===== src/rtl/key_schedule_ctrl.sv =====
// AES-128 key expansion controller: one S-box lookup per cycle, 5 cycles per round key,
// 11 round keys held in registers and exposed both flat and through an indexed read port.
module key_schedule_ctrl (
  input  logic            clk,
  input  logic            rst,
  input  logic            start,
  input  logic [127:0]    key_in,
  input  logic [3:0]      rk_idx,
  output logic            busy,
  output logic            done,
  output logic            rk_valid,
  output logic [127:0]    rk_out,
  output logic [1407:0]   w
);

  typedef enum logic [1:0] {IDLE, SUB, XOR} state_t;

  // FIPS-197 forward S-box, entry 0x00 in the top byte.
  localparam logic [2047:0] SBOX_TBL = {
    128'h637c777bf26b6fc53001672bfed7ab76, 128'hca82c97dfa5947f0add4a2af9ca472c0,
    128'hb7fd9326363ff7cc34a5e5f171d83115, 128'h04c723c31896059a071280e2eb27b275,
    128'h09832c1a1b6e5aa0523bd6b329e32f84, 128'h53d100ed20fcb15b6acbbe394a4c58cf,
    128'hd0efaafb434d338545f9027f503c9fa8, 128'h51a3408f929d38f5bcb6da2110fff3d2,
    128'hcd0c13ec5f974417c4a77e3d645d1973, 128'h60814fdc222a908846eeb814de5e0bdb,
    128'he0323a0a4906245cc2d3ac629195e479, 128'he7c8376d8dd54ea96c56f4ea657aae08,
    128'hba78252e1ca6b4c6e8dd741f4bbd8b8a, 128'h703eb5664803f60e613557b986c11d9e,
    128'he1f8981169d98e949b1e87e9ce5528df, 128'h8ca1890dbfe6426841992d0fb054bb16};

  function automatic logic [7:0] sbox(input logic [7:0] x);
    logic [10:0] idx;
    idx = {~x, 3'b000};
    return SBOX_TBL[idx +: 8];
  endfunction

  function automatic logic [7:0] rcon(input logic [3:0] r);
    case (r)
      4'd1:    return 8'h01;
      4'd2:    return 8'h02;
      4'd3:    return 8'h04;
      4'd4:    return 8'h08;
      4'd5:    return 8'h10;
      4'd6:    return 8'h20;
      4'd7:    return 8'h40;
      4'd8:    return 8'h80;
      4'd9:    return 8'h1b;
      4'd10:   return 8'h36;
      default: return 8'h00;
    endcase
  endfunction

  state_t            state_q;
  logic [3:0]        round_q;
  logic [1:0]        j_q;
  logic [31:0]       tmp_q;
  logic [10:0][127:0] rk_q;
  logic              busy_q, done_q, valid_q;

  logic [3:0]   prev_idx;
  logic [127:0] prev_rk;
  logic [31:0]  rot, t;
  logic [7:0]   sub_out;
  logic [31:0]  n0, n1, n2, n3;
  logic [127:0] rk_new_d;

  always_comb begin
    prev_idx = round_q - 4'd1;
    prev_rk  = (prev_idx > 4'd10) ? '0 : rk_q[prev_idx];
    rot      = {prev_rk[23:0], prev_rk[31:24]};
    sub_out  = sbox(rot[{~j_q, 3'b000} +: 8]);
    t        = tmp_q ^ {rcon(round_q), 24'h0};
    n0       = prev_rk[127:96] ^ t;
    n1       = prev_rk[95:64]  ^ n0;
    n2       = prev_rk[63:32]  ^ n1;
    n3       = prev_rk[31:0]   ^ n2;
    rk_new_d = {n0, n1, n2, n3};
  end

  always_ff @(posedge clk or posedge rst) begin
    if (rst) begin
      state_q <= IDLE;
      round_q <= '0;
      j_q     <= '0;
      tmp_q   <= '0;
      rk_q    <= '0;
      busy_q  <= 1'b0;
      done_q  <= 1'b0;
      valid_q <= 1'b0;
    end else begin
      done_q <= 1'b0;
      case (state_q)
        IDLE: if (start) begin
          rk_q[0] <= key_in;
          round_q <= 4'd1;
          j_q     <= '0;
          valid_q <= 1'b0;
          busy_q  <= 1'b1;
          state_q <= SUB;
        end
        SUB: begin
          // tmp byte j lands in the same lane it was read from in the rotated word
          tmp_q[{~j_q, 3'b000} +: 8] <= sub_out;
          j_q <= j_q + 2'd1;
          if (j_q == 2'd3) state_q <= XOR;
        end
        XOR: begin
          rk_q[round_q] <= rk_new_d;
          if (round_q == 4'd10) begin
            busy_q  <= 1'b0;
            done_q  <= 1'b1;
            valid_q <= 1'b1;
            state_q <= IDLE;
          end else begin
            round_q <= round_q + 4'd1;
            j_q     <= '0;
            state_q <= SUB;
          end
        end
        default: state_q <= IDLE;
      endcase
    end
  end

  assign busy     = busy_q;
  assign done     = done_q;
  assign rk_valid = valid_q && (rk_idx <= 4'd10);
  assign rk_out   = (rk_idx <= 4'd10) ? rk_q[rk_idx] : '0;

  for (genvar i = 0; i < 11; i++) begin : g_flat
    assign w[1407-128*i -: 128] = rk_q[i];
  end

endmodule


===== config.mk =====
export PLATFORM = sky130hd
export DESIGN_NAME = key_schedule_ctrl
export DESIGN_NICKNAME = d
export VERILOG_FILES = /design/src/rtl/key_schedule_ctrl.sv
export SDC_FILE = /design/constraint.sdc
export NUM_CORES = 2
export LEC_CHECK = 0
export CELL_PAD_IN_SITES_DETAIL_PLACEMENT = 1
export CELL_PAD_IN_SITES_GLOBAL_PLACEMENT = 2
export CORE_AREA = 10 10 635 637
export DETAILED_ROUTE_END_ITERATION = 8
export DIE_AREA = 0 0 645 647
export GPL_TIMING_DRIVEN = 0
export PLACE_DENSITY_LB_ADDON = 0.1
export SLEW_MARGIN = 0
export SYNTH_ARGS = -nofsm -noshare
export SYNTH_HDL_FRONTEND = slang
export SYNTH_SLANG_ARGS = --single-unit

===== constraint.sdc =====
create_clock -name clk -period 49.8 [get_ports clk]
set_input_delay 9.96 -clock clk [delete_from_list [all_inputs] [get_ports clk]]
set_output_delay 9.96 -clock clk [all_outputs]
set_load 0.05 [all_outputs]

## After elaboration in Yosys (flattened, before gate mapping)

Memories as Yosys holds them, arrays and structs flattened.
Cells that the tools add are included.

- Memories kept: 1
- Input bits: 135
- ROM bits: 128
- Output and inout bits: 1,539
- Word-level logic and storage cells: 88
- Register bits after elaboration: 1,451

Memory list:

| memory | depth | bits a word | read ports | clocked after memory_dff | write ports | line | text |
|---|---|---|---|---|---|---|---|
| (name not given) | 16 | 8 | 1 | 0 | 0 | 36 | `case (r)` |

- Reduce and logical (&&, ||, !) cells: 10
- Order comparisons: 6
- Equality and inequality tests: 8
- Multiplexer cells: 30
- Bitwise logic cells: 7
- $add $sub $neg: 4
- Shift operators: 4

Operators with widths:

| operator | number |
|---|---|
| $shiftx 2048x12->8 const A | 1 |
| $bwmux 1408 | 1 |
| $bmux 128 s4 | 2 |
| $mux 128 | 6 |
| $demux 128 s4 | 1 |
| $pmux 128 s2 | 1 |
| $xor 32x32->32 | 5 |
| $bwmux 32 | 1 |
| $shift 8x7->32 const A | 1 |
| $shiftx 32x6->8 | 1 |
| $shiftx 8x7->32 | 1 |
| $lt 4x5->1 const B | 3 |
| $pmux 2 s3 | 2 |
| $reduce_and 3->1 | 3 |
| $mux 2 | 4 |
| $mux 4 | 2 |
| $ne 2x2->1 const B | 4 |
| $not 8->8 | 1 |
| $pmux 4 s2 | 1 |
| $mux 1 | 7 |
| $neg 5->7 | 1 |
| $add 4x1->4 const B | 1 |
| $eq 2x2->1 const B | 2 |
| $eq 4x4->1 const B | 1 |
| other kinds (13) | 16 |

## Logic depth before layout (Yosys ltp)

- Depth after elaboration: 10
- Mapped depth: 29
- Depth with buffers taken out: 17

## Worst setup path before layout

Ideal clock, no wire load.

- Path type: in2out
- From: in rk_idx[1]
- To: out rk_out[73]
- Arrival: 12.463 ns
- Stages: 7
- Required time: 39.840 ns
- Path slack: 27.377 ns
- Path buffers: 4
- Cell sequence: clkbuf_1 -> clkbuf_1 -> clkbuf_1 -> buf_1 -> mux4_2 -> mux2i_1 -> o22ai_1

- Word-level cells in the longest chain between the ends: 3
- Elaborated cells between the ends (all ways): 4
- Those cells by class: order compare: 1; mux: 3

Ends and longest elaborated chain:

| what | line | text |
|---|---|---|
| from (decl) | 8 | `input logic [3:0] rk_idx,` |
| $bmux 128 s4 | 126 | `assign rk_out = (rk_idx <= 4'd10) ? rk_q[rk_idx] : '0;` |
| $mux 128 (not written as such) | 126 |  |
| $mux 128 * | 126 |  |
| to (decl) | 12 | `output logic [127:0] rk_out,` |

Mark *: on every way between the ends. The rest lies on a longest branch, timed or not. The select of a mux whose other input is x is not followed.

## Final worst setup path

- From: in rk_idx[0]
- To: out rk_out[90]

The elaborated chain is that of the path after synthesis.

==> results.sh <==
export IMPL_status="complete, but fails checks"
export IMPL_violations="max-capacitance violations, max-slew violations"
export IMPL_fill_cells=43323
export IMPL_area_growth_pct=39.5
export IMPL_synth_most_common_cell="dfrtp_1"
export IMPL_r2r_end="tmp_q[15]"
export IMPL_cts_buffers=195
export IMPL_viasPerCell=5.44
export IMPL_totalWireLength_um=762000
export IMPL_synth_top_area_share_pct=44.4
export IMPL_crit_type="in2out"
export IMPL_grt_start_max_net_pins=41
export IMPL_cts_root_buf="clkbuf_16"
export IMPL_syn_cell_area_um2=81800
export IMPL_synth_edf_count=0
export IMPL_synthFlopType="dfrtp_1"
export IMPL_placementRows=230
export IMPL_start_util_pct=20.9
export IMPL_drc=0
export IMPL_first_pass_iters=6
export IMPL_post_cts_buffers=0
export IMPL_ys_seq_area_share_pct=44.4
export IMPL_dieHeight_um=647
export IMPL_synth_seq_cells=1451
export IMPL_max_freq_ghz=0.0391
export IMPL_r2r_slack_ns=35.57
export IMPL_tns_ns=0
export IMPL_gr_total_overflow=0
export IMPL_postRouteAntennaNets=0
export IMPL_min_from="tmp_q[23]"
export IMPL_finalCritPeriodShare_pct=51.3
export IMPL_ios=1674
export IMPL_cts_path_max_buffers=4
export IMPL_dpl_hpwl_um=603000
export IMPL_drive_gt1_share_pct=20.8
export IMPL_port_buffers=1670
export IMPL_start_kind="input pin"
export IMPL_ys_top_cells_by_count="1451 x dfrtp_1, 921 x nand2_1, 730 x mux2_2"
export IMPL_postLayoutCellArea_um2=114000
export IMPL_min_to="tmp_q[23]"
export IMPL_syn_inst=7355
export IMPL_fin_nets=9484
export IMPL_tightest_slew_ns=1.70
export IMPL_post_synth_top_area_cell="dfrtp_1"
export IMPL_clk_latency_ns=0.96
export IMPL_synth_distinct_cells=114
export IMPL_cap_violations=13
export IMPL_syn_avg_cell_area_um2=11.1
export IMPL_maxSlewViolCount=78
export IMPL_clk_pin_slew_worst_paths_ns=0.06
export IMPL_synth_area_top_cells="dfrtp_1 44%, mux4_2 13%, mux2_2 10%"
export IMPL_htreeDepth=4
export IMPL_cts_resized_gates=0
export IMPL_vdd_ir_drop_max_v=0.0000326
export IMPL_period_needed_ns=25.55
export IMPL_gp_congestion=0.963
export IMPL_cts_tree="yes"
export IMPL_dieArea_um2=417000
export IMPL_grt_pass1_vias=81104
export IMPL_synthArstFlopShare_pct=100
export IMPL_hold_buffers=0
export IMPL_clock_skew_ns=0.109
export IMPL_p_leak_uw=0.0460
export IMPL_synth_nets=7513
export IMPL_first_iter_violations=7494
export IMPL_dieWidth_um=645
export IMPL_r2r_start="round_q[0]"
export IMPL_track_usage_pct=35.1
export IMPL_setup_violations=0
export IMPL_hold_depth=2
export IMPL_grt_pass1_wl_um=960000
export IMPL_finalHoldViolations=0
export IMPL_worstPathArrival_ns=15.59
export IMPL_crit_path_end_kind="primary output"
export IMPL_num_vias=80200
export IMPL_rsz0062_at_grt="false"
export IMPL_reg2reg_depth=29
export IMPL_cts_sinks=1451
export IMPL_core_um2=391000
export IMPL_hold_path_class="reg2reg"
export IMPL_antenna_found_initial=119
export IMPL_synth_warning_count=0
export IMPL_crit_required_ns=39.84
export IMPL_critPathMaxFanout=10
export IMPL_slew_headroom_pct=-14.4
export IMPL_wl_per_cell_um=51.7
export IMPL_powerDensity_nw_per_um2=24.9
export IMPL_postPlaceCellArea_um2=107000
state kept, by name, summed over array words and instances (netlist names):
name / cells
w: 1408
j_q: 2
round_q: 4
busy: 1
state_q: 2
tmp_q: 32
done: 1
valid_q: 1
worst max-delay path: stages:
cell             delay, ns
clkbuf_1              0.63
buf_2                 0.68
clkbuf_2              0.58
buf_12                0.26
clkbuf_2              0.66
buf_12                0.27
clkbuf_1              0.86
nor2_1                0.13
a21oi_1               0.19
o22ai_1               0.38
clkdlybuf4s50_1       0.89
layout make-up:
type,instances,area (µm²),area share [%]
clock inverter,48,576,0.504
timing repair buffer,1774,18700,16.4
multi-input combinational,5132,42200,37.0
tap,5220,6530,5.72
buffer,753,3590,3.15
antenna,47,118,0.103
clock buffer,303,5990,5.25
inverter,19,75.1,0.0658
sequential,1451,36300,31.8
power by group:
part / internal, µW / switching, µW
clock network: 862 / 639
registers: 1180 / 0
logic: 50.8 / 112
cell families after synthesis:
kind of cell / after synthesis / share of synthesized area [%]
buffers and inverters: 772 / 4.36
and+or+nand+nor: 1536 / 7.51
AOI/OAI and AO/OA: 1672 / 12.0
xor gates and xnor gates: 142 / 1.53
muxes: 1759 / 29.8
DFF: 1451 / 44.4
adders and majority gates: 23 / 0.352
cell usage in the layout (no fill, tap or decap), types with 226 or more instances in the layout:
cell type,n
a21oi_1,470
mux2i_1,556
o21ai_0,634
nor2_1,469
clkbuf_1,453
mux4_2,468
mux2_2,730
nand2_1,920
dfrtp_1,1451
o22ai_1,226
clkdlybuf4s50_1,1670
how the worst max path moves through the flow:
| stage | start | endpoint | slack (ns) | depth (start not counted) |
|---|---|---|---|---|
| final | rk_idx[0] | rk_out[90] | 24.25 | 11 |
| after global placement | rst | w[1] | 7.49 | 2 |
| after floorplan | rst | busy | 19.75 | 1 |
| after CTS | rk_idx[0] | rk_out[90] | 24.23 | 11 |
| after global routing | rk_idx[0] | rk_out[90] | 24.42 | 11 |
| after detailed placement | rk_idx[0] | rk_out[90] | 24.25 | 11 |
metrics by stage:
stage | power, µW | instances | util [%] | hold slack, ns | setup slack, ns
2_1_floorplan | 1280 | 7355 | - | 0.467 | 19.75
3_3_place_gp | 1360 | 14245 | 26.9 | 0.497 | 7.49
3_5_place_dp | 1360 | 14349 | 27.5 | 0.500 | 24.25
4_1_cts | 2860 | 14700 | 29.2 | 0.514 | 24.23
5_1_grt | 2910 | 14713 | 29.2 | 0.542 | 24.42
6_report | 2840 | 14747 | 29.2 | 0.517 | 24.25
metal layers:
layer  share of wire, %  global-route usage, %  vias up
met5              0.020                      0        -
met4                6.6                   18.9       24
met3                6.6                   7.52      973
met2                 46                   56.7     3935
met1                 41                   43.8    44254
li1                   -                      -    31014
Note: power is estimated with default switching activity, not from simulation.
